<file path="config.mk">
export PLATFORM = sky130hd
export DESIGN_NAME = mult_div_unit_flat
export DESIGN_NICKNAME = d
export VERILOG_FILES = /design/src/rtl/mult_div_unit_if.sv /design/src/rtl/mult_div_unit.sv /design/src/flat_wrapper.sv
export SDC_FILE = /design/constraint.sdc
export NUM_CORES = 1
export LEC_CHECK = 0
export CAP_MARGIN = 10
export CELL_PAD_IN_SITES_DETAIL_PLACEMENT = 2
export CELL_PAD_IN_SITES_GLOBAL_PLACEMENT = 2
export CORE_AREA = 2 2 230 232
export CTS_CLUSTER_DIAMETER = 80
export DETAILED_ROUTE_END_ITERATION = 8
export DIE_AREA = 0 0 232 234
export PLACE_DENSITY_LB_ADDON = 0.2
export SLEW_MARGIN = 20
export SYNTH_ARGS = -nofsm -noshare
export SYNTH_HDL_FRONTEND = slang
export SYNTH_SLANG_ARGS = --single-unit
</file>
<file path="constraint.sdc">
create_clock -name clk -period 4.95 [get_ports clk]
set_input_delay 0.495 -clock clk [delete_from_list [all_inputs] [get_ports clk]]
set_output_delay 0.495 -clock clk [all_outputs]
set_load 0.005 [all_outputs]
</file>
<file path="src/rtl/mult_div_unit_if.sv">
// Request/response bundle between EX-stage control and the multiply/divide engine.
interface mult_div_unit_if #(
    parameter int unsigned WIDTH = 32
);
    logic                 start;
    logic [2:0]           op;
    logic [WIDTH-1:0]     a;
    logic [WIDTH-1:0]     b;
    logic                 flush;
    logic                 busy;
    logic                 done;
    logic [WIDTH-1:0]     hi;
    logic [WIDTH-1:0]     lo;
    logic [2*WIDTH-1:0]   result;

    // Pipeline control side: issues ops, observes HI/LO.
    modport master (
        output start, op, a, b, flush,
        input  busy, done, hi, lo, result
    );

    // Engine side.
    modport slave (
        input  start, op, a, b, flush,
        output busy, done, hi, lo, result
    );
endinterface

</file>
<file path="src/rtl/mult_div_unit.sv">
// Radix-2 iterative multiply/divide engine holding the HI/LO registers.
// One iteration per cycle; a FIX cycle applies sign correction and writes HI/LO.
module mult_div_unit #(
    parameter int unsigned WIDTH = 32,
    parameter int unsigned ITER  = 32
) (
    input  logic           clk,
    input  logic           reset,
    mult_div_unit_if.slave bus
);
    localparam int unsigned CW = $clog2(ITER);

    localparam logic [2:0] OpMult  = 3'b000;
    localparam logic [2:0] OpMultu = 3'b001;
    localparam logic [2:0] OpDiv   = 3'b010;
    localparam logic [2:0] OpDivu  = 3'b011;
    localparam logic [2:0] OpMthi  = 3'b100;
    localparam logic [2:0] OpMtlo  = 3'b101;

    typedef enum logic [1:0] {StIdle, StCalc, StFix} state_e;

    state_e               state_q, state_d;
    logic [CW-1:0]        count_q, count_d;
    logic [2*WIDTH-1:0]   acc_q, acc_d;       // multiply: {partial, multiplier}; divide: {rem, quo}
    logic [WIDTH-1:0]     opnd_q, opnd_d;     // multiplicand or divisor magnitude
    logic [WIDTH-1:0]     a_raw_q, a_raw_d;   // original dividend for divide-by-zero
    logic                 is_div_q, is_div_d;
    logic                 neg_res_q, neg_res_d;
    logic                 neg_rem_q, neg_rem_d;
    logic                 div_zero_q, div_zero_d;
    logic [WIDTH-1:0]     hi_q, hi_d;
    logic [WIDTH-1:0]     lo_q, lo_d;
    logic                 done_q, done_d;

    // Operand magnitudes and sign flags for the op being requested.
    logic                 op_signed;
    logic                 a_neg, b_neg;
    logic [WIDTH-1:0]     a_abs, b_abs;

    always_comb begin
        op_signed = ~bus.op[0];
        a_neg     = op_signed & bus.a[WIDTH-1];
        b_neg     = op_signed & bus.b[WIDTH-1];
        a_abs     = a_neg ? (~bus.a + 1'b1) : bus.a;
        b_abs     = b_neg ? (~bus.b + 1'b1) : bus.b;
    end

    // Single-step datapath for both shift-add multiply and restoring divide.
    logic [WIDTH:0]       mul_sum;
    logic [WIDTH:0]       rem_sh;
    logic [WIDTH:0]       div_diff;

    always_comb begin
        mul_sum  = {1'b0, acc_q[2*WIDTH-1:WIDTH]}
                 + (acc_q[0] ? {1'b0, opnd_q} : {(WIDTH+1){1'b0}});
        rem_sh   = {acc_q[2*WIDTH-1:WIDTH], acc_q[WIDTH-1]};
        div_diff = rem_sh - {1'b0, opnd_q};
    end

    // Sign-corrected results applied in the FIX cycle.
    logic [2*WIDTH-1:0]   prod_fix;
    logic [WIDTH-1:0]     quo_fix;
    logic [WIDTH-1:0]     rem_fix;

    always_comb begin
        prod_fix = neg_res_q ? (~acc_q + 1'b1) : acc_q;
        quo_fix  = neg_res_q ? (~acc_q[WIDTH-1:0] + 1'b1) : acc_q[WIDTH-1:0];
        rem_fix  = neg_rem_q ? (~acc_q[2*WIDTH-1:WIDTH] + 1'b1) : acc_q[2*WIDTH-1:WIDTH];
    end

    // Next-state and datapath control.
    always_comb begin
        state_d    = state_q;
        count_d    = count_q;
        acc_d      = acc_q;
        opnd_d     = opnd_q;
        a_raw_d    = a_raw_q;
        is_div_d   = is_div_q;
        neg_res_d  = neg_res_q;
        neg_rem_d  = neg_rem_q;
        div_zero_d = div_zero_q;
        hi_d       = hi_q;
        lo_d       = lo_q;
        done_d     = 1'b0;

        unique case (state_q)
            StIdle: begin
                // Flush beats a same-cycle start.
                if (!bus.flush && bus.start) begin
                    case (bus.op)
                        OpMult, OpMultu, OpDiv, OpDivu: begin
                            state_d    = StCalc;
                            count_d    = '0;
                            is_div_d   = bus.op[1];
                            neg_res_d  = a_neg ^ b_neg;
                            neg_rem_d  = a_neg;
                            div_zero_d = (bus.b == '0);
                            a_raw_d    = bus.a;
                            if (bus.op[1]) begin
                                opnd_d = b_abs;
                                acc_d  = {{WIDTH{1'b0}}, a_abs};
                            end else begin
                                opnd_d = a_abs;
                                acc_d  = {{WIDTH{1'b0}}, b_abs};
                            end
                        end
                        OpMthi: begin
                            hi_d   = bus.a;
                            done_d = 1'b1;
                        end
                        OpMtlo: begin
                            lo_d   = bus.a;
                            done_d = 1'b1;
                        end
                        default: ;
                    endcase
                end
            end
            StCalc: begin
                if (bus.flush) begin
                    state_d = StIdle;
                end else begin
                    if (is_div_q) begin
                        if (!div_diff[WIDTH]) begin
                            acc_d = {div_diff[WIDTH-1:0], acc_q[WIDTH-2:0], 1'b1};
                        end else begin
                            acc_d = {rem_sh[WIDTH-1:0], acc_q[WIDTH-2:0], 1'b0};
                        end
                    end else begin
                        acc_d = {mul_sum, acc_q[WIDTH-1:1]};
                    end
                    count_d = count_q + 1'b1;
                    if (count_q == CW'(ITER - 1)) begin
                        state_d = StFix;
                    end
                end
            end
            StFix: begin
                state_d = StIdle;
                if (!bus.flush) begin
                    done_d = 1'b1;
                    if (!is_div_q) begin
                        hi_d = prod_fix[2*WIDTH-1:WIDTH];
                        lo_d = prod_fix[WIDTH-1:0];
                    end else if (div_zero_q) begin
                        hi_d = a_raw_q;
                        lo_d = {WIDTH{1'b1}};
                    end else begin
                        hi_d = rem_fix;
                        lo_d = quo_fix;
                    end
                end
            end
            default: begin
                state_d = StIdle;
            end
        endcase
    end

    // State and datapath registers; reset abandons any op in flight.
    always_ff @(posedge clk or negedge reset) begin
        if (!reset) begin
            state_q    <= StIdle;
            count_q    <= '0;
            acc_q      <= '0;
            opnd_q     <= '0;
            a_raw_q    <= '0;
            is_div_q   <= 1'b0;
            neg_res_q  <= 1'b0;
            neg_rem_q  <= 1'b0;
            div_zero_q <= 1'b0;
            hi_q       <= '0;
            lo_q       <= '0;
            done_q     <= 1'b0;
        end else begin
            state_q    <= state_d;
            count_q    <= count_d;
            acc_q      <= acc_d;
            opnd_q     <= opnd_d;
            a_raw_q    <= a_raw_d;
            is_div_q   <= is_div_d;
            neg_res_q  <= neg_res_d;
            neg_rem_q  <= neg_rem_d;
            div_zero_q <= div_zero_d;
            hi_q       <= hi_d;
            lo_q       <= lo_d;
            done_q     <= done_d;
        end
    end

    // Outputs.
    always_comb begin
        bus.busy   = (state_q != StIdle);
        bus.done   = done_q;
        bus.hi     = hi_q;
        bus.lo     = lo_q;
        bus.result = {hi_q, lo_q};
    end
endmodule

</file>
<file path="src/flat_wrapper.sv">
// flat-port wrapper written by rule: the top's interface ports become plain ports
module mult_div_unit_flat 
#(
    parameter int unsigned WIDTH = 32,
    parameter int unsigned ITER  = 32
)
  (clk, reset, bus_start, bus_op, bus_a, bus_b, bus_flush, bus_busy, bus_done, bus_hi, bus_lo, bus_result);
  mult_div_unit_if #(.WIDTH(WIDTH)) bus_i ();
  input  logic clk;
  input  logic reset;
  input wire logic [$bits(bus_i.start)-1:0] bus_start;
  input wire logic [$bits(bus_i.op)-1:0] bus_op;
  input wire logic [$bits(bus_i.a)-1:0] bus_a;
  input wire logic [$bits(bus_i.b)-1:0] bus_b;
  input wire logic [$bits(bus_i.flush)-1:0] bus_flush;
  output wire logic [$bits(bus_i.busy)-1:0] bus_busy;
  output wire logic [$bits(bus_i.done)-1:0] bus_done;
  output wire logic [$bits(bus_i.hi)-1:0] bus_hi;
  output wire logic [$bits(bus_i.lo)-1:0] bus_lo;
  output wire logic [$bits(bus_i.result)-1:0] bus_result;
  assign bus_i.start = bus_start;
  assign bus_i.op = bus_op;
  assign bus_i.a = bus_a;
  assign bus_i.b = bus_b;
  assign bus_i.flush = bus_flush;
  assign bus_busy = bus_i.busy;
  assign bus_done = bus_i.done;
  assign bus_hi = bus_i.hi;
  assign bus_lo = bus_i.lo;
  assign bus_result = bus_i.result;
  mult_div_unit #(.WIDTH(WIDTH), .ITER(ITER)) u_core (.clk(clk), .reset(reset), .bus(bus_i));
endmodule
</file>
==> key figures <==
Critical path
  – Setup crit end kind: register
  – Slowest-stage cell, CP: dfrtp_1
  – Arr. time, crit path: 4610 ps
  – Reg-to-reg startpoint: u_core.acc_q[36]$_DFFE_PN0P_
  – Worst path required time: 5380 ps
  – Crit-path max cell delay: 610 ps
  – Critical path cell sequence: ha_1 -> a21oi_1 -> nand2_1 -> o21ai_0 -> a31oi_1 -> or4_1 -> and2_1 -> o211ai_1 -> buf_12 -> mux2_2 -> mux2i_1 -> o21ai_0
  – Crit Path Max Fanout: 46
  – Cell depth of the worst flop-to-flop path: 12
  – Critical path class: reg2reg
  – Reg-to-reg slack, setup: 770 ps
  – Reg2reg end: u_core.acc_q[42]$_DFFE_PN0P_
  – Critical path launch point type: register
  – Most frequent CP cell: o21ai_0

Clock network
  – Post-CTS Setup Inserts: 0
  – Clk sinks: 204
  – CTS Buffer Depth: 3
  – CTS Buf Count: 29
  – Reg clk slew, reported paths: 60 ps
  – TritonCTS clock tree: built
  – Worst skew pair latency: 610 ps
  – Clk root buf: clkbuf_16
  – Htree depth: 1
  – # resized after CTS: 0
  – # hold bufs at CTS: 0

Logic synthesis
  – Ys Warns: 0
  – Synth Net Count: 2465
  – Post-Syn Area: 17510 um2
  – FFs w/ async S/R, synth: 100.0%
  – Synth Instances: 2322
  – Yosys top cell area share: 29.15%
  – Synth top area cells: dfrtp_1 (29%), nand2_1 (7.0%), a21oi_1 (5.9%)
  – Sequential fraction of the synthesis area: 29.15%
  – Post-Syn Area per Cell: 7.542 um2
  – FF+latch count, synth: 204
  – Netlist cell types: 77
  – Ys flop type: dfrtp_1
  – Number of synthesized flops with an enable pin: 0
  – Synth area leader: dfrtp_1

Pwr
  – Worst VDD drop: 0.0003081 V
  – Leak Pwr: 8.829 nW
  – Power Density: 519.7 nW/um2

Timing
  – Peak Freq: 239.2 MHz
  – Slew @ Worst Pin: 1127 ps
  – Final setup viols: 0
  – RSZ-0062 raised after global routing: false
  – Setup_tns: 0 ps
  – Clock Skews: 18.76 ps
  – Smallest hold slack: -21.66 ps
  – Final period utilization: 84.47%
  – Tmin final: 4181 ps
  – Max transition margin: 24.68%
  – Max-slew violation total from the final report: 0
  – Final hold violations: 14
  – Setup slack after layout: 768.5 ps

Final layout
  – Final layout net count: 2516
  – Layout area overhead: 17.56%
  – Ratio of cells with drive above 1 in the final layout: 4.933%
  – # diodes: 0
  – Layout Utilization: 39.57%
  – Fill count: 5982

Global route
  – Total gr overflow: 0
  – Initial antenna violation count: 2
  – Global-route wire length before repair: 122.0 mm
  – Total GRT Usage: 29.69%
  – Vias in the first global route: 19020
  – Largest net degree at the start of global routing: 111

Drt
  – Detail Route Antenna Nets: 0
  – WL/cell: 26.52 um
  – Final wirelength: 81.68 mm
  – Drt first pass iters: 5
  – Via/cell ratio: 5.884
  – Initial drt markers: 1166
  – DRC: 0
  – DR vias: 18120

Placed design
  – Final Wtd Congestion: 0.8996
  – Post-DP HPWL: 62.31 mm
  – IO Port Bufs: 200
  – Placement Setup Slack: 622.3 ps

Outcome
  – Status: finished with violations
  – Violated checks: negative hold slack

Die
  – Core ar.: 52020 um2
  – IO Pins: 201
  – Die area: 54290 um2
  – Initial cell density of the core: 33.66%
  – Chip height: 234 um
  – Std cell rows: 84
  – Die width: 232 um

Run
  – Max-cap violations: 0

Min path
  – Hold/Removal Path Class: in2async
worst max-delay path: cells and delay by family, from the launching register on:
family,cells,cell delay (ps)
AO/OA/AOI/OAI,5,1280
AND/OR/NAND/NOR,3,920
flip-flops,1,610
multiplexers,2,510
adder cells (fa/ha/maj),1,370
buffers and inverters,1,300
flip-flops by register name, summed over array words and instances, names as in the netlist:
| register | count |
|---|---|
| u_core.opnd_q | 32 |
| u_core.div_zero_q | 1 |
| u_core.bus.lo | 32 |
| u_core.bus.done | 1 |
| u_core.state_q | 2 |
| u_core.a_raw_q | 32 |
| u_core.neg_res_q | 1 |
| u_core.is_div_q | 1 |
| u_core.bus.hi | 32 |
| u_core.acc_q | 64 |
| u_core.neg_rem_q | 1 |
| u_core.count_q | 5 |
worst max-delay path by stage:
stage                                 start                           end  slack [ps]  depth (start not counted)
6_report       u_core.acc_q[36]$_DFFE_PN0P_  u_core.acc_q[42]$_DFFE_PN0P_         770                         12
5_1_grt        u_core.acc_q[31]$_DFFE_PN0P_  u_core.acc_q[42]$_DFFE_PN0P_         510                         14
4_1_cts        u_core.acc_q[31]$_DFFE_PN0P_  u_core.acc_q[42]$_DFFE_PN0P_         800                         14
3_5_place_dp                       bus_a[3]  u_core.acc_q[30]$_DFFE_PN0P_         620                         11
3_3_place_gp                       bus_a[3]  u_core.acc_q[30]$_DFFE_PN0P_         720                         11
2_1_floorplan  u_core.acc_q[49]$_DFFE_PN0P_  u_core.acc_q[60]$_DFFE_PN0P_        1490                         11
stage by stage:
step                instance area (um2)  power [W]  cells  hold WS (ps)
global route                      20590    0.01140   3080         38.52
finish                            20590    0.01070   3080        -21.66
global placement                  19660   0.008265   3030         463.1
detailed placement                19660   0.008523   3030         472.1
floorplan                         17510   0.006339   2322         199.4
CTS                               20580    0.01067   3080         35.59
cells in the mapped netlist (10+ instances only):
master      n
clkbuf_1  127
or3_1      30
nor4_1     15
nand3_1    38
nand2b_1   24
o41ai_1    13
a21oi_1   206
mux2i_1    62
buf_1      19
nor3_1     32
a31oi_1    23
mux2_2     10
o22ai_1    40
a211oi_1   11
or4_1      11
nor2_1    239
o21ai_1    30
nor2b_1    21
inv_1      69
xnor2_1   112
a22oi_1    13
o21ai_0   203
xor2_1     74
a21o_1     26
a221oi_1   10
ha_1       70
o21a_1     10
and3_1     23
nand2_1   327
dfrtp_1   204
buf_4      64
o31ai_1    21
o211ai_1   18
kinds of logic after synthesis:
kind of cell	synth area share (%)
simple gates	21.16
buf+inv	7.495
compound gates	23.47
fa+ha+maj	5.230
mux	4.187
flops	29.15
xor+xnor	9.303
per-layer routing:
| metal | vias up | routed length [um] | global-route usage [%] |
|---|---|---|---|
| met5 | - | 0 | 0 |
| met4 | 0 | 3485 | 12.14 |
| met3 | 128 | 3618 | 2.857 |
| met2 | 471 | 38560 | 49.55 |
| met1 | 9320 | 36020 | 39.41 |
| li1 | 8203 | - | - |
where the power goes:
group          total (W)  leakage [nW]  switching (W)  internal [W]
Clock            0.00209         0.445       0.000887       0.00120
Combinational    0.00571          5.84        0.00335       0.00236
Sequential       0.00289          2.54       0.000813       0.00208
Total             0.0107          8.83        0.00505       0.00565
cells in the final DEF (no fill, tap or decap), drive strengths merged, types with 38 or more instances in the layout:
cell type and count:
inv 74, xnor2 112, nor2 239, a21oi 206, nand3 38, o22ai 40
nand2 327, xor2 74, o21ai 234, mux2i 62, dfrtp 204, clkdlybuf4s50 198
ha 70
area by class of cell:
cell class | instances | area (um2) | share of cell area (%)
Clock buffer | 37 | 765.7 | 3.720
Clock inverter | 13 | 153.9 | 0.7476
Sequential cell | 204 | 5110 | 24.82
Tap cell | 688 | 860.8 | 4.182
Multi-Input combinational cell | 1834 | 11140 | 54.14
Inverter | 69 | 259.0 | 1.258
Timing Repair Buffer | 235 | 2292 | 11.13
Note: power is estimated with default switching activity, not from simulation.
